--- src/rtl/simulador_planta_pkg.sv ---
// Shared definitions for the bottling-line plant model.
//   - plant FSM state encoding
//   - counter widths (pos, nivel, estoque, indice)
//   - quality-index stepping helper
package simulador_planta_pkg;

  localparam int POS_W     = 8;
  localparam int NIVEL_W   = 8;
  localparam int ESTOQUE_W = 4;
  localparam int INDICE_W  = 8;

  typedef enum logic [1:0] {
    TRANSPORTE_1 = 2'd0,
    ENCHIMENTO   = 2'd1,
    TRANSPORTE_2 = 2'd2,
    VEDACAO      = 2'd3
  } estado_t;

  // Bottle index used for quality rejection: wraps at n, stuck at 0 when n==0.
  function automatic logic [INDICE_W-1:0] proximo_indice(input logic [INDICE_W-1:0] i,
                                                         input int unsigned n);
    if (n == 0) return '0;
    if (i == INDICE_W'(n - 1)) return '0;
    return i + 1'b1;
  endfunction

endpackage

--- src/rtl/simulador_planta_if.sv ---
// Sensor/actuator bus between the line controller and the plant model.
//   master : controller side (drives tick and actuator commands, reads sensors)
//   slave  : plant side (reads commands, drives sensors, counter and fault flag)
interface simulador_planta_if;
  logic       tick;
  logic       MOTOR;
  logic       EV;
  logic       VE;
  logic       repor;
  logic       PG;
  logic       CH;
  logic       RO;
  logic       CQ;
  logic       EB;
  logic [7:0] garrafas_prontas;
  logic       erro;

  modport master (
    output tick, MOTOR, EV, VE, repor,
    input  PG, CH, RO, CQ, EB, garrafas_prontas, erro
  );

  modport slave (
    input  tick, MOTOR, EV, VE, repor,
    output PG, CH, RO, CQ, EB, garrafas_prontas, erro
  );
endinterface

--- src/rtl/simulador_planta_detector_borda.sv ---
// Rising-edge detector.
//   clock, reset_n : clock, synchronous active-low reset
//   in             : level input
//   pulso          : high for the one clock where in=1 and its registered copy is 0
module detector_borda (
  input  logic clock,
  input  logic reset_n,
  input  logic in,
  output logic pulso
);
  logic in_q;

  always_ff @(posedge clock) begin
    if (!reset_n) in_q <= 1'b0;
    else          in_q <= in;
  end

  assign pulso = in & ~in_q;
endmodule

--- src/rtl/simulador_planta.sv ---
// Plant model of the bottling line: one bottle on the conveyor at a time,
// cork stock, finished-bottle counter and sticky fault flag.
//   clock, reset_n : clock, synchronous active-low reset
//   bus (slave)    : tick/MOTOR/EV/VE/repor in; PG/CH/RO/CQ/EB,
//                    garrafas_prontas, erro out (all registered)
module simulador_planta
  import simulador_planta_pkg::*;
#(
  parameter int DIST_ENCHIMENTO = 3,
  parameter int TEMPO_ENCHER    = 4,
  parameter int DIST_VEDACAO    = 2,
  parameter int ESTOQUE_INICIAL = 2,
  parameter int REPROVA_A_CADA  = 3
) (
  input  logic                clock,
  input  logic                reset_n,
  simulador_planta_if.slave   bus
);

  localparam logic [POS_W-1:0]     LIM_1  = POS_W'(DIST_ENCHIMENTO - 1);
  localparam logic [POS_W-1:0]     LIM_2  = POS_W'(DIST_VEDACAO - 1);
  localparam logic [NIVEL_W-1:0]   CHEIO  = NIVEL_W'(TEMPO_ENCHER);
  localparam logic [ESTOQUE_W-1:0] EST_0  = ESTOQUE_W'(ESTOQUE_INICIAL);
  localparam logic [INDICE_W-1:0]  IDX_RP = INDICE_W'(REPROVA_A_CADA - 1);

  estado_t              state, state_n;
  logic [POS_W-1:0]     pos, pos_n;
  logic [NIVEL_W-1:0]   nivel, nivel_n;
  logic                 tampada, tampada_n;
  logic [INDICE_W-1:0]  indice, indice_n;
  logic [ESTOQUE_W-1:0] estoque, estoque_n;
  logic [7:0]           cont, cont_n;
  logic                 erro_q, erro_n;
  logic                 ve_pulso;
  logic                 ch_n;

  detector_borda u_borda_ve (
    .clock   (clock),
    .reset_n (reset_n),
    .in      (bus.VE),
    .pulso   (ve_pulso)
  );

  always_comb begin
    state_n   = state;
    pos_n     = pos;
    nivel_n   = nivel;
    tampada_n = tampada;
    indice_n  = indice;
    estoque_n = estoque;
    cont_n    = cont;
    erro_n    = erro_q;

    // Spill, lost cork and empty-dispenser faults; overflow is handled in ENCHIMENTO.
    if (bus.tick && bus.EV && state != ENCHIMENTO)          erro_n = 1'b1;
    if (ve_pulso && (state != VEDACAO || estoque == '0))    erro_n = 1'b1;

    // Stock runs independently of tick and state; refill wins over a cork edge.
    if (bus.repor)                        estoque_n = EST_0;
    else if (ve_pulso && estoque != '0)   estoque_n = estoque - 1'b1;

    case (state)
      TRANSPORTE_1: if (bus.tick && bus.MOTOR) begin
        if (pos == LIM_1) begin state_n = ENCHIMENTO; pos_n = '0; end
        else               pos_n = pos + 1'b1;
      end
      ENCHIMENTO: if (bus.tick) begin
        // Motor wins: the bottle leaves even if not full, EV ignored that tick.
        if (bus.MOTOR) begin
          state_n = TRANSPORTE_2;
          pos_n   = '0;
        end else if (bus.EV) begin
          if (nivel == CHEIO) erro_n  = 1'b1;
          else                nivel_n = nivel + 1'b1;
        end
      end
      TRANSPORTE_2: if (bus.tick && bus.MOTOR) begin
        if (pos == LIM_2) begin state_n = VEDACAO; pos_n = '0; end
        else               pos_n = pos + 1'b1;
      end
      VEDACAO: begin
        if (ve_pulso && estoque != '0) tampada_n = 1'b1;
        if (bus.tick && bus.MOTOR) begin
          if (nivel == CHEIO && tampada) cont_n = cont + 1'b1;
          indice_n  = proximo_indice(indice, REPROVA_A_CADA);
          nivel_n   = '0;
          tampada_n = 1'b0;
          pos_n     = '0;
          state_n   = TRANSPORTE_1;
        end
      end
      default: state_n = TRANSPORTE_1;
    endcase

    ch_n = (state_n == ENCHIMENTO) && (nivel_n == CHEIO);
  end

  always_ff @(posedge clock) begin
    if (!reset_n) begin
      state   <= TRANSPORTE_1;
      pos     <= '0;
      nivel   <= '0;
      tampada <= 1'b0;
      indice  <= '0;
      estoque <= EST_0;
      cont    <= '0;
      erro_q  <= 1'b0;
      bus.PG  <= 1'b0;
      bus.CH  <= 1'b0;
      bus.EB  <= 1'b0;
      bus.CQ  <= 1'b0;
      bus.RO  <= (EST_0 != '0);
    end else begin
      state   <= state_n;
      pos     <= pos_n;
      nivel   <= nivel_n;
      tampada <= tampada_n;
      indice  <= indice_n;
      estoque <= estoque_n;
      cont    <= cont_n;
      erro_q  <= erro_n;
      // Sensors decoded from next-state values so they line up with the state register.
      bus.PG  <= (state_n == ENCHIMENTO);
      bus.CH  <= ch_n;
      bus.EB  <= (state_n == VEDACAO);
      bus.CQ  <= ch_n & ~((REPROVA_A_CADA != 0) && (indice_n == IDX_RP));
      bus.RO  <= (estoque_n != '0);
    end
  end

  assign bus.garrafas_prontas = cont;
  assign bus.erro             = erro_q;

endmodule
--- src/flat_wrapper.sv ---
// flat-port wrapper written by rule: the top's interface ports become plain ports
module simulador_planta_flat import simulador_planta_pkg::*;
#(
  parameter int DIST_ENCHIMENTO = 3,
  parameter int TEMPO_ENCHER    = 4,
  parameter int DIST_VEDACAO    = 2,
  parameter int ESTOQUE_INICIAL = 2,
  parameter int REPROVA_A_CADA  = 3
)
  (clock, reset_n, bus_tick, bus_MOTOR, bus_EV, bus_VE, bus_repor, bus_PG, bus_CH, bus_RO, bus_CQ, bus_EB, bus_garrafas_prontas, bus_erro);
  simulador_planta_if bus_i ();
  input  logic clock;
  input  logic reset_n;
  input wire logic [$bits(bus_i.tick)-1:0] bus_tick;
  input wire logic [$bits(bus_i.MOTOR)-1:0] bus_MOTOR;
  input wire logic [$bits(bus_i.EV)-1:0] bus_EV;
  input wire logic [$bits(bus_i.VE)-1:0] bus_VE;
  input wire logic [$bits(bus_i.repor)-1:0] bus_repor;
  output wire logic [$bits(bus_i.PG)-1:0] bus_PG;
  output wire logic [$bits(bus_i.CH)-1:0] bus_CH;
  output wire logic [$bits(bus_i.RO)-1:0] bus_RO;
  output wire logic [$bits(bus_i.CQ)-1:0] bus_CQ;
  output wire logic [$bits(bus_i.EB)-1:0] bus_EB;
  output wire logic [$bits(bus_i.garrafas_prontas)-1:0] bus_garrafas_prontas;
  output wire logic [$bits(bus_i.erro)-1:0] bus_erro;
  assign bus_i.tick = bus_tick;
  assign bus_i.MOTOR = bus_MOTOR;
  assign bus_i.EV = bus_EV;
  assign bus_i.VE = bus_VE;
  assign bus_i.repor = bus_repor;
  assign bus_PG = bus_i.PG;
  assign bus_CH = bus_i.CH;
  assign bus_RO = bus_i.RO;
  assign bus_CQ = bus_i.CQ;
  assign bus_EB = bus_i.EB;
  assign bus_garrafas_prontas = bus_i.garrafas_prontas;
  assign bus_erro = bus_i.erro;
  simulador_planta #(.DIST_ENCHIMENTO(DIST_ENCHIMENTO), .TEMPO_ENCHER(TEMPO_ENCHER), .DIST_VEDACAO(DIST_VEDACAO), .ESTOQUE_INICIAL(ESTOQUE_INICIAL), .REPROVA_A_CADA(REPROVA_A_CADA)) u_core (.clock(clock), .reset_n(reset_n), .bus(bus_i));
endmodule
--- config.mk ---
export PLATFORM = sky130hd
export DESIGN_NAME = simulador_planta_flat
export DESIGN_NICKNAME = d
export VERILOG_FILES = /design/src/rtl/simulador_planta_pkg.sv /design/src/rtl/simulador_planta_if.sv /design/src/rtl/simulador_planta_detector_borda.sv /design/src/rtl/simulador_planta.sv /design/src/flat_wrapper.sv
export SDC_FILE = /design/constraint.sdc
export NUM_CORES = 1
export LEC_CHECK = 0
export CAP_MARGIN = 10
export CORE_UTILIZATION = 50
export CTS_CLUSTER_DIAMETER = 80
export DETAILED_ROUTE_END_ITERATION = 12
export PLACE_DENSITY = 0.71
export SLEW_MARGIN = 20
export SYNTH_ARGS = -nofsm -noshare
export SYNTH_HDL_FRONTEND = slang
export SYNTH_SLANG_ARGS = --single-unit
--- constraint.sdc ---
create_clock -name clock -period 2.5 [get_ports clock]
set_input_delay 0.25 -clock clock [delete_from_list [all_inputs] [get_ports clock]]
set_output_delay 0.25 -clock clock [all_outputs]
set_load 0.01 [all_outputs]
; ---- After elaboration in Yosys (flattened, before gate mapping)
; Cells that the tools add are included.
[totals]
reg_bits = 46
output_inout_bits = 14
wordCells = 97
[classes]
n_eq_ne = 18
addsub = 5
n_mux = 40
bitwise_logic = 4
reduce_logical = 16
[ops]
columns = operator, n
row1 = 8-bit 2-to-1 mux, 16
row2 = 8-bit by 1-bit adder with 8-bit output (second input constant), 4
row3 = 8-bit one-hot mux with 4 select lines, 1
row4 = 8-bit by 2-bit equality test with 1-bit output (second input constant), 3
row5 = 8-bit by 3-bit equality test with 1-bit output (second input constant), 2
row6 = 8-bit one-hot mux with 2 select lines, 1
row7 = 2-bit 2-to-1 mux, 7
row8 = 1-bit 2-to-1 mux, 12
row9 = 8-bit by 1-bit equality test with 1-bit output (second input constant), 1
row10 = 4-bit 2-to-1 mux, 2
row11 = 2-bit by 1-bit != test with 1-bit output (second input constant), 4
row12 = 2-bit one-hot mux with 4 select lines, 1
row13 = 4-bit nonzero test, 2
row14 = 1-bit logical AND, 7
row15 = 2-bit equality test (second input constant), 3
row16 = 2-bit != test (second input constant), 3
row17 = 5-bit AND reduction, 1
row18 = 2-bit by 1-bit equality test with 1-bit output (second input constant), 2
row19 = 4-bit zero test, 1
row20 = 4-bit by 1-bit subtractor with 4-bit output (second input constant), 1
row21 = 3-bit AND reduction, 1
row22 = 1-bit bitwise AND, 2
row23 = 2-bit zero test, 1
row24 = 1-bit inverter, 2
row25 = 3 further kinds, 3

; ---- Logic depth before layout (Yosys ltp)
; Gate-level depths: netlist (run 1).
[depth]
ltp_word = 10
depth_mapped = 10
ltp_nobuf = 8

; ---- Cells and area by module
; From an unflattened synthesis (run 1), not the netlist that was laid out.
[hier_totals]
hier_cells = 302
hier_area_um2 = 2591.2
[modules_own_cells]
columns = mod, area_per_inst_um2, seq_area_each_um2, cells_per_inst, n_inst
row1 = simulador_planta, 2551.2, 900.9, 299, 1
row2 = detector_borda, 40.0, 20.0, 3, 1

; ---- Worst setup path after synthesis (run 1)
; OpenSTA, ideal clock, no wires.
[synth_timing]
kind = register -> register
from = reg u_core.nivel[0]
to = reg u_core.cont[7] (netlist: u_core.bus.garrafas_prontas[7])
path_slack_ns = 0.385
path_buffers = 2
arrival_time_ns = 2.045
period_less_slack_ns = 2.115
setup_time_ns = 0.071
required_time_ns = 2.429
path_stages_with_launch = 11
path_cell_list = dfxtp_1 -> inv_1 -> ha_1 -> and3b_1 -> clkbuf_1 -> and4_1 -> buf_6 -> nand4_4 -> or2_4 -> or3_1 -> a21oi_1
[synth_between]
elab_chain_cells = 3
[synth_rtl]
columns = item, line
row1 = from (decl), simulador_planta.sv:28  ; logic [NIVEL_W-1:0] nivel, nivel_n;
row2 = from (signal assigned), simulador_planta.sv:116  ; nivel <= nivel_n;
row3 = 8-bit by 3-bit equality test with 1-bit output, simulador_planta.sv:84  ; if (nivel == CHEIO && tampada) cont_n = cont + 1'b1;
row4 = 1-bit logical AND, simulador_planta.sv:84
row5 = 3-bit AND reduction (no source line), --
row6 = to (signal assigned), simulador_planta.sv:120  ; cont <= cont_n;
row7 = to (decl), simulador_planta.sv:32  ; logic [7:0] cont, cont_n;
; Every way passes these cells.
; A chain may end at the register's enable or synchronous reset.

; ---- Worst setup path in the final report (run 1)
[layout_timing]
from = reg u_core.estoque[0]
to = reg u_core.bus.RO
[layout_between]
elab_chain_cells = 5
word_cells_on_any_way = 6
[layout_rtl]
columns = item, line
row1 = from (decl), simulador_planta.sv:31  ; logic [ESTOQUE_W-1:0] estoque, estoque_n;
row2 = from (signal assigned), simulador_planta.sv:119  ; estoque <= estoque_n;
row3 = branches (longest 2 deep; another with 4-bit by 1-bit subtractor with 4-bit output), --
row4 = 4-bit 2-to-1 mux (*), simulador_planta.sv:60  ; else if (ve_pulso && estoque != '0) estoque_n = estoque - 1'b1;
row5 = 4-bit 2-to-1 mux (*), simulador_planta.sv:59  ; if (bus.repor) estoque_n = EST_0;
row6 = 4-bit nonzero test (*), simulador_planta.sv:127  ; bus.RO <= (estoque_n != '0);
row7 = to (signal assigned), simulador_planta.sv:112  ; bus.RO <= (EST_0 != '0);
row8 = to (signal assigned), simulador_planta.sv:127
row9 = to (decl), simulador_planta_if.sv:25  ; output PG, CH, RO, CQ, EB, garrafas_prontas, erro
; Mark *: on every way between the ends.

==> results of run 1 <==
==> worst max-delay path, delay by kind of cell (launching register included) <==
kind | cells | cell delay, ps
xor+xnor | 1 | 220
flops | 1 | 340
fa+ha+maj | 1 | 220
buf+inv | 1 | 70
simple gates | 5 | 1200
==> layout by cell type (no fill, tap or decap), drive strengths merged, types with 2 or more instances in the layout <==
cell type / Yosys / routed
a31oi: 5 / 5
and4: 3 / 3
and3: 4 / 4
nand2b: 3 / 3
clkdlybuf4s50: 0 / 20
ha: 9 / 9
o21ai: 13 / 13
nand4: 9 / 9
and2: 5 / 5
nand3: 11 / 11
mux2: 2 / 2
a211oi: 6 / 6
buf: 5 / 9
a21oi: 14 / 14
xnor2: 7 / 7
dfxtp: 46 / 46
inv: 11 / 11
or4: 2 / 2
nor4: 6 / 6
and3b: 3 / 3
clkbuf: 5 / 7
nor2: 41 / 41
or3: 3 / 3
nor3: 8 / 8
nor2b: 5 / 5
nand2: 26 / 26
xor2: 16 / 16
nor3b: 2 / 2
==> cell type report <==
class                   instances  share of cell area [%]
clock buffers                   7                    2.78
clock inverters                 1                    1.09
inverters                      11                    1.50
multi-input cells             215                    48.9
flip-flops and latches         46                    33.6
well taps                      52                    2.37
repair buffers                 29                    9.76
==> flip-flops by register name, summed over array words and instances, names as in the netlist <==
register                     flops
u_core.bus.erro                  1
u_core.state                     2
u_core.estoque                   4
u_core.bus.CH                    1
u_core.u_borda_ve.in_q           1
u_core.bus.garrafas_prontas      8
u_core.bus.RO                    1
u_core.pos                       8
u_core.indice                    8
u_core.tampada                   1
u_core.bus.CQ                    1
u_core.nivel                     8
u_core.bus.EB                    1
u_core.bus.PG                    1
==> metal layers <==
layer  global-route usage, %  part of all wire [%]  vias up
li1                        -                     -     1042
met1                    28.6                    50      936
met2                    32.2                    45       33
met3                    3.99                   3.5        9
met4                    7.11                   1.5        0
met5                       0                     0        -
==> through the flow <==
stage | instance area [um^2] | power, W | hold WS [ps] | setup WS [ps] | util [%]
6_report | 2740 | 0.00137 | 493 | 330 | 61.7
5_1_grt | 2740 | 0.00143 | 544 | 113 | 61.7
4_1_cts | 2740 | 0.00139 | 498 | 332 | 61.7
3_5_place_dp | 2640 | 0.000848 | 482 | 133 | 59.3
3_3_place_gp | 2640 | 0.000846 | 481 | 153 | 59.3
2_1_floorplan | 2360 | 0.000811 | 329 | 385 | -
==> where the power goes <==
part           internal [W]  switching, W
clock              0.000299      0.000241
combinational     0.0000367     0.0000436
sequential         0.000741    0.00000916
==> cell families after synthesis <==
logic type,Yosys count
AND/OR/NAND/NOR,134
AO/OA/AOI/OAI,46
flip-flops,46
XOR/XNOR,23
buffers and inverters,21
adder cells (fa/ha/maj),9
multiplexers,3
==> synth_stat cells, drive strengths merged <==
library cell,number,share of area [%]
nand4,9,3.0
nor2,41,6.5
or2,1,0.37
nor3b,2,0.64
or3,3,0.79
nor2b,5,1.3
a31oi,5,1.3
a21oi,14,3.0
dfxtp,46,39
o21ai,13,2.8
o31a,1,0.37
and3b,3,1.1
and4,3,1.1
nand3b,1,0.32
o211ai,1,0.32
a211oi,6,2.1
or4,2,0.64
buf,5,1.6
o221ai,1,0.37
nand3,11,2.3
a32oi,1,0.37
a221oi,1,0.37
nor4,6,2.5
o21a,1,0.32
mux2,2,0.95
clkbuf,5,0.79
ha,9,4.8
nor3,8,1.7
nand2,26,4.1
a22o,1,0.37
nand2b,3,0.79
xnor2,7,2.6
xor2,16,5.9
and2,5,1.3
mux2i,1,0.42
and3,4,1.1
inv,11,1.7
a211o,1,0.42
and4b,1,0.42
==> path summary, 6_finish.rpt <==
| kind | startpoint | endpoint | slack, ps | cells after the start |
|---|---|---|---|---|
| worst min register to register | u_core.bus.garrafas_prontas[7] | u_core.bus.garrafas_prontas[7] | 490 | 2 |
| worst min-delay path | u_core.bus.garrafas_prontas[7] | u_core.bus.garrafas_prontas[7] | 490 | 2 |
| worst max register to register | u_core.estoque[0] | u_core.bus.RO | 330 | 8 |
| worst max-delay path | u_core.estoque[0] | u_core.bus.RO | 330 | 8 |
==> run_results.csv, run 1 <==
group,metric,value,unit
sta,post-route-min-period,2170,ps
logic_synthesis,synth_simple_gate_area_share,30.1,%
sta,finalSetupViolations,0,
critical_path,worstPathCellList,"inv_1 > ha_1 > nor3b_1 > nor2b_1 > nand2_1 > xor2_1 > nor2_1 > or4_1",
logic_synthesis,synth_xor_area_share,8.53,%
critical_path,start_kind,"register",
routing,route.antenna.remaining_nets,0,
cts,clock_sink_count,46,
global_routing,wire_length_of_the_first_global_routing_pass,8190,um
place,gp_congestion,0.880,
critical_path,critical_path.max_stage_delay,480,ps
global_routing,first_global_vias,1794,
global_routing,grt_antenna_before_repair,0,
cells_and_area,multiInputGateArea,0.00134,mm^2
routing,viasPerCell,5.60,
global_routing,global_route.usage.total,20.6,%
logic_synthesis,synth.avg_cell_area,8.37,um^2
routing,average_wire_per_standard_cell,13.3,um
cells_and_area,drive_gt1_share,7.77,%
place,port_buffers,20,
logic_synthesis,syn_inst,282,
sta,post-route-period-util,86.8,%
pwr,peakVddDrop,0.328,mV
die,io-pin-count,21,
logic_synthesis,synth_cell_types,46,
die,placeableCoreArea,0.00444,mm^2
flow_run,drv_cap,0,
critical_path,critPathMaxFanout,6,
cells_and_area,final_cell_count_no_fill,361,
critical_path,critPathRequiredTime,2670,ps
sta,worst_pin_slew,604,ps
cts,path_clk_slew,80,ps
cts,post_cts.repair.setup_buffers,0,
sta,slew_headroom,59.3,%
sta,final_hold_viol_count,0,
status,violated_checks,"design-rule violations",
critical_path,timing_worst_setup_path_type,"register to register",
routing,drc_errors,5,
critical_path,critPathSlowestCell,"or4_1",
die,dieWidth,70.7,um
sta,tns,0,ps
logic_synthesis,synth.ff_latch_count,46,
cells_and_area,area_growth_syn_to_layout,16.2,%
cts,worst_skew_pair.late_latency,300,ps
cts,cts-buffers-inserted,5,
place,place_hpwl,3490,um
worst_hold_path,holdCritPathClass,"register to register",
routing,detailedRoute.firstIterationViolations,97,
cts,cts-root-buf,"clkbuf_8",
cells_and_area,num_antenna_cells,0,
logic_synthesis,netlist_area,0.00236,mm^2
cts,cts_tree,"built",
cts,postCtsResizedCells,0,
logic_synthesis,synth.mux.area_fraction,1.38,%
global_routing,grt_max_degree,25,
die,chipHeight,70.7,um
place,dp_cells,353,
logic_synthesis,synth_warn,0,
logic_synthesis,synth.yosys.seq_area_share,39.0,%
critical_path,critPathArrivalTime,2340,ps
cts,cts_buffer_depth,2,
sta,fmax,461,MHz
global_routing,grt_overflow,0,
cts,htreeDepth,2,
routing,first_pass_iters,8,
sta,report.final.slew_viol_count,0,
logic_synthesis,postSynthNetCount,298,
pwr,power_leakage,1.02,nW
cts,postCtsHoldBufs,0,
sta,fin_skew,8.14,ps
cells_and_area,nFillCells,416,
critical_path,worst_setup_path_end_kind,"register",
logic_synthesis,synth_top_family_by_area,"simple AND/OR/NAND/NOR gates",
logic_synthesis,fraction_of_the_mapped_netlist_area_in_compound_gates,12.1,%
die,start_util,53.1,%
sta,grt_setup_unrepaired,"no",
die,die_area,0.00500,mm^2
pwr,power-per-cell-area,499,mW/mm^2
cells_and_area,fin_nets,324,
die,rows,24,
logic_synthesis,synth_adder_area_share,4.77,%
routing,totalWireLength,4820,um
routing,route.vias.total,2020,
cells_and_area,regArea,921,um^2
status,run_status,"complete, but fails checks",
Power figures use the tool's default switching activity.
==> inputs of run 2 (changes only) <==
- CELL_PAD_IN_SITES_DETAIL_PLACEMENT: unset -> 1
- CELL_PAD_IN_SITES_GLOBAL_PLACEMENT: unset -> 1
- CORE_UTILIZATION: 50 -> 43
- PLACE_DENSITY: 0.71 -> unset
- PLACE_DENSITY_LB_ADDON: unset -> 0.1
- SKIP_LAST_GASP: unset -> 1
- TNS_END_PERCENT: unset -> 100
==> run_results.csv, run 2 (synthesized netlist as in run 1, its figures left out) <==
group,metric,value,unit
status,run_status,"finished clean",
cells_and_area,leading_cell_type_in_the_layout_fill_and_taps_excluded,"dfxtp_1",
place,place_hpwl,4380,um
global_routing,global_route.usage.total,21.9,%
die,placeableCoreArea,0.00520,mm^2
critical_path,start_kind,"register",
cells_and_area,drive_gt1_share,9.29,%
sta,slew_headroom,61.4,%
cells_and_area,finalInstanceArea,0.00283,mm^2
sta,post-route-period-util,91.3,%
die,start_util,45.4,%
place,detailed_place.area,0.00268,mm^2
critical_path,worstPathCellList,"nor4_4 > buf_4 > a21oi_1 > a211oi_1 > o211ai_1 > nor4_2 > o31a_1",
critical_path,timing_worst_setup_path_type,"register to register",
place,gp_congestion,0.871,
routing,totalWireLength,5990,um
die,dieWidth,76.1,um
pwr,p_clk_share,45.1,%
sta,fin_skew,9.54,ps
critical_path,critical_path.max_stage_delay,440,ps
cells_and_area,layout_common_cells,"dfxtp_1 (46), nor2_1 (41), nand2_1 (26), clkdlybuf4s50_1 (20), xor2_1 (16)",
cells_and_area,area_growth_syn_to_layout,19.7,%
cts,htreeDepth,2,
die,io-pin-count,21,
cts,cts-buffers-inserted,5,
pwr,cellInternalPower,0.00120,W
global_routing,grt_antenna_before_repair,0,
critical_path,timing.reg2reg.setup_slack,220,ps
die,rows,26,
sta,report.final.slew_viol_count,0,
routing,detailedRoute.firstIterationViolations,102,
pwr,power-per-cell-area,537,mW/mm^2
cells_and_area,nFillCells,646,
worst_hold_path,holdCritPathClass,"register to register",
critical_path,worstReg2RegEnd,"u_core.bus.CQ",
cts,postCtsResizedCells,0,
sta,post-route-min-period,2280,ps
sta,fmax,438,MHz
pwr,p_comb_share,5.5,%
cells_and_area,final_cell_count_no_fill,382,
routing,route.vias.total,2092,
cells_and_area,regArea,921,um^2
global_routing,grt_max_degree,25,
critical_path,critPathRequiredTime,2740,ps
critical_path,rr_worst_depth,7,
routing,drc_errors,0,
critical_path,worst_setup_path_end_kind,"register",
sta,final_hold_viol_count,0,
routing,route.antenna.remaining_nets,0,
sta,grt_setup_unrepaired,"no",
pwr,netSwitchingPower,0.000314,W
die,die_area,0.00579,mm^2
critical_path,path_buf_inv,1,
routing,average_wire_per_standard_cell,15.7,um
flow_run,drv_cap,0,
pwr,power_leakage,1.05,nW
critical_path,crit_cells,7,
global_routing,first_global_vias,2109,
critical_path,worst_path_dominant_cell_family,"simple AND/OR/NAND/NOR gates",
cts,path_clk_slew,90,ps
critical_path,critPathLaunch,"u_core.nivel[4]",
cts,clock_sink_count,46,
cts,cts_buffer_depth,2,
routing,viasPerCell,5.48,
global_routing,wire_length_of_the_first_global_routing_pass,10200,um
cts,cts_tree,"built",
critical_path,endpoint,"u_core.bus.CQ",
pwr,seqPwrFrac,49.4,%
critical_path,critPathSlowestCell,"dfxtp_1",
sta,worst_pin_slew,575,ps
pwr,peakVddDrop,0.335,mV
critical_path,worst_r2r_startpoint,"u_core.nivel[4]",
place,dp_cells,374,
die,chipHeight,76.1,um
sta,finalSetupViolations,0,
cts,post_cts.repair.setup_buffers,0,
cells_and_area,fin_nets,327,
cts,postCtsHoldBufs,0,
pwr,p_sw_share,20.7,%
global_routing,grt_overflow,0,
routing,first_pass_iters,4,
cts,cts-root-buf,"clkbuf_8",
cts,worst_skew_pair.late_latency,300,ps
cells_and_area,num_antenna_cells,0,
place,port_buffers,20,
critical_path,critPathArrivalTime,2530,ps
critical_path,critPathMaxFanout,9,
cells_and_area,multiInputGateArea,0.00134,mm^2
-- run 2: changes by cell type in the layout (fill, tap and decap cells not counted), sizes merged --
cell and delta:
buf +3, clkbuf -1, bufinv +1
-- run 2: power by group through the flow --
| stage | Sequential (W) | Clock, W | Combinational [W] |
|---|---|---|---|
| global route | 0.000752 | 0.000725 | 0.0000944 |
| finish | 0.000750 | 0.000684 | 0.0000837 |
| CTS | 0.000750 | 0.000702 | 0.0000841 |
| floorplan | 0.000765 | 0 | 0.0000461 |
| detailed placement | 0.000768 | 0 | 0.0000835 |
| global placement | 0.000767 | 0 | 0.0000817 |
-- run 2: worst min-delay path by stage --
stage,from,to,slack (ps),depth (start not counted)
2_1_floorplan,bus_repor,u_core.estoque[3],330,1
3_3_place_gp,u_core.bus.garrafas_prontas[7],u_core.bus.garrafas_prontas[7],480,2
3_5_place_dp,u_core.bus.garrafas_prontas[7],u_core.bus.garrafas_prontas[7],510,2
4_1_cts,u_core.bus.garrafas_prontas[7],u_core.bus.garrafas_prontas[7],530,2
5_1_grt,bus_VE,u_core.u_borda_ve.in_q,560,2
6_report,u_core.bus.garrafas_prontas[7],u_core.bus.garrafas_prontas[7],510,2
-- run 2: layout make-up --
type	count	share of cell area (%)
multi-input cells	215	47.5
clock buffers	6	2.92
inverters	11	1.46
clock inverters	2	2.13
well taps	70	3.10
flip-flops and latches	46	32.6
repair buffers	32	10.3
-- run 2: per-stage QoR --
stage                     total power (W)  setup slack [ps]  util, %  setup TNS, ps  hold WS [ps]
after CTS                         0.00154               227     54.3              0           527
after global placement           0.000849               161     51.5              0           481
after detailed placement         0.000851             -28.7     51.5          -28.7           514
final                             0.00152               218     54.3              0           514
after floorplan                  0.000811               385        -              0           329
after global routing              0.00157              41.1     54.3              0           559
-- run 2: per-layer routing --
layer / GRT usage [%] / vias to the layer above / part of all wire [%]
met2: 37.9 / 23 / 49
met4: 6.92 / 0 / 1.6
li1: - / 1040 / -
met3: 3.95 / 10 / 1.9
met5: 0 / - / 0
met1: 27.4 / 1019 / 48
-- run 2: worst min-delay path, cell delays in order, from the launching register on --
cell and delay (ps):
dfxtp_1 330, o21ai_0 80, a21oi_1 60
==> inputs of run 3 (changes only) <==
- CORE_UTILIZATION: 43 -> 47
- CTS_CLUSTER_SIZE: unset -> 12
- DONT_BUFFER_PORTS: unset -> 1
- SLEW_MARGIN: 20 -> unset
==> run_results.csv, run 3 (synthesized netlist as in run 1, its figures left out) <==
group,metric,value,unit
status,run_status,"finished clean",
critical_path,critical_path.max_stage_delay,490,ps
cts,worst_skew_pair.late_latency,300,ps
critical_path,timing.reg2reg.setup_slack,180,ps
place,placement.setup.worst_slack,246,ps
critical_path,worst_path_dominant_cell_family,"simple AND/OR/NAND/NOR gates",
sta,timing.final.ws_setup,178,ps
sta,final_hold_viol_count,0,
pwr,seqPwrFrac,59.1,%
critical_path,critPathArrivalTime,2550,ps
critical_path,worstPathCellList,"nor4_4 > and4_1 > nand4_4 > or2_4 > or3_1 > a21oi_1",
die,rows,25,
pwr,power-per-cell-area,509,mW/mm^2
die,die_area,0.00531,mm^2
pwr,peakVddDrop,0.283,mV
die,placeableCoreArea,0.00479,mm^2
global_routing,grt_antenna_before_repair,0,
cells_and_area,num_antenna_cells,0,
global_routing,grt_max_degree,26,
critical_path,path_buf_inv,0,
cells_and_area,drive_gt1_share,6.05,%
cts,path_clk_slew,80,ps
sta,worst_pin_slew,729,ps
routing,viasPerCell,5.45,
cts,cts-root-buf,"clkbuf_8",
sta,finalSetupViolations,0,
pwr,cellInternalPower,0.000985,W
cells_and_area,leading_cell_type_in_the_layout_fill_and_taps_excluded,"dfxtp_1",
place,gp_congestion,0.828,
sta,grt_setup_unrepaired,"no",
critical_path,worst_setup_path_end_kind,"register",
routing,route.antenna.remaining_nets,0,
sta,tns,0,ps
routing,first_pass_iters,4,
flow_run,drv_cap,0,
routing,route.vias.total,1897,
global_routing,first_global_vias,1846,
routing,totalWireLength,5300,um
pwr,p_sw_share,22.5,%
die,start_util,49.3,%
pwr,netSwitchingPower,0.000286,W
cells_and_area,area_growth_syn_to_layout,5.67,%
sta,slew_headroom,50.9,%
cells_and_area,fin_nets,296,
pwr,p_comb_share,4.4,%
sta,fin_skew,6.12,ps
die,io-pin-count,21,
global_routing,wire_length_of_the_first_global_routing_pass,8910,um
critical_path,critPathRequiredTime,2720,ps
sta,post-route-period-util,92.9,%
global_routing,grt_overflow,0,
cts,cts_buffer_depth,2,
cts,cts_tree,"built",
place,place_hpwl,3970,um
critical_path,start_kind,"register",
die,chipHeight,72.9,um
pwr,power_leakage,0.906,nW
cts,clock_sink_count,46,
cts,cts-buffers-inserted,5,
critical_path,timing_worst_setup_path_type,"register to register",
place,port_buffers,0,
cells_and_area,nFillCells,594,
cts,htreeDepth,2,
sta,worst_hold_slack,31.6,ps
worst_hold_path,holdCritPathClass,"input pin to register",
sta,report.final.slew_viol_count,0,
pwr,p_clk_share,36.5,%
global_routing,global_route.usage.total,21.8,%
critical_path,critPathMaxFanout,9,
routing,average_wire_per_standard_cell,15.2,um
sta,post-route-min-period,2320,ps
routing,detailedRoute.firstIterationViolations,67,
cells_and_area,layout_common_cells,"dfxtp_1 (46), nor2_1 (41), nand2_1 (26), xor2_1 (16), a21oi_1 (14)",
sta,fmax,431,MHz
die,dieWidth,72.9,um
routing,drc_errors,0,
critical_path,critPathSlowestCell,"nor4_4",
-- run 3: cell types whose count changed in the layout (fill, tap and decap cells not counted), sizes merged --
cell,delta
buf,-11
bufinv,-2
clkbuf,+1
clkdlybuf4s50,-20
clkinv,+1
-- run 3: timing repair --
action | in CTS | in global routing
setup endpoints to repair | 0 | 1
setup buffers | 0 | 0
hold buffers | 0 | 0
gates resized for setup | 0 | 1
-- run 3: routing by layer --
| metal | GRT usage (%) | vias up | part of all wire [%] |
|---|---|---|---|
| met2 | 37.1 | 10 | 48 |
| met1 | 28.4 | 900 | 49 |
| met4 | 5.88 | 0 | 1.2 |
| met3 | 4.14 | 5 | 1.4 |
| li1 | - | 982 | - |
| met5 | 0 | - | 0 |
-- run 3: layout make-up --
type                       count  area [um^2]  share of cell area, %
sequential                    46          921                   36.9
clock buffer                   7         86.3                   3.46
multi-input combinational    215         1350                   54.1
clock inverter                 1         5.00                  0.201
timing repair buffer           1         7.51                  0.301
inverter                      11         41.3                   1.65
tap                           67         83.8                   3.36
-- run 3: path summary, 6_finish.rpt --
kind | startpoint | end | cells after the start
setup reg to reg | u_core.nivel[4] | u_core.bus.garrafas_prontas[7] | 6
hold / removal | bus_repor | u_core.estoque[3] | 1
hold reg to reg | u_core.indice[7] | u_core.indice[7] | 2
setup / recovery | u_core.nivel[4] | u_core.bus.garrafas_prontas[7] | 6
-- run 3: power by group through the flow --
stage          registers (W)  clock network, W   logic, W
2_1_floorplan       0.000765                 0  0.0000461
3_3_place_gp        0.000768                 0  0.0000553
3_5_place_dp        0.000769                 0  0.0000562
4_1_cts             0.000751          0.000481  0.0000565
5_1_grt             0.000753          0.000519  0.0000642
6_report            0.000751          0.000463  0.0000562
-- run 3: metrics by stage --
step                      cells  instance area (um^2)  utilization, %  power (W)
after floorplan             282                  2360               -   0.000811
after global placement      340                  2400            50.1   0.000824
after detailed placement    340                  2400            50.1   0.000825
after CTS                   348                  2490            52.0    0.00129
after global routing        348                  2490            52.1    0.00134
final                       348                  2490            52.1    0.00127
-- run 3: worst register-to-register path, stage by stage (launching register included) --
cell and delay [ps]:
dfxtp_1 410, nor4_4 490, and4_1 440, nand4_4 130, or2_4 280, or3_1 350, a21oi_1 160
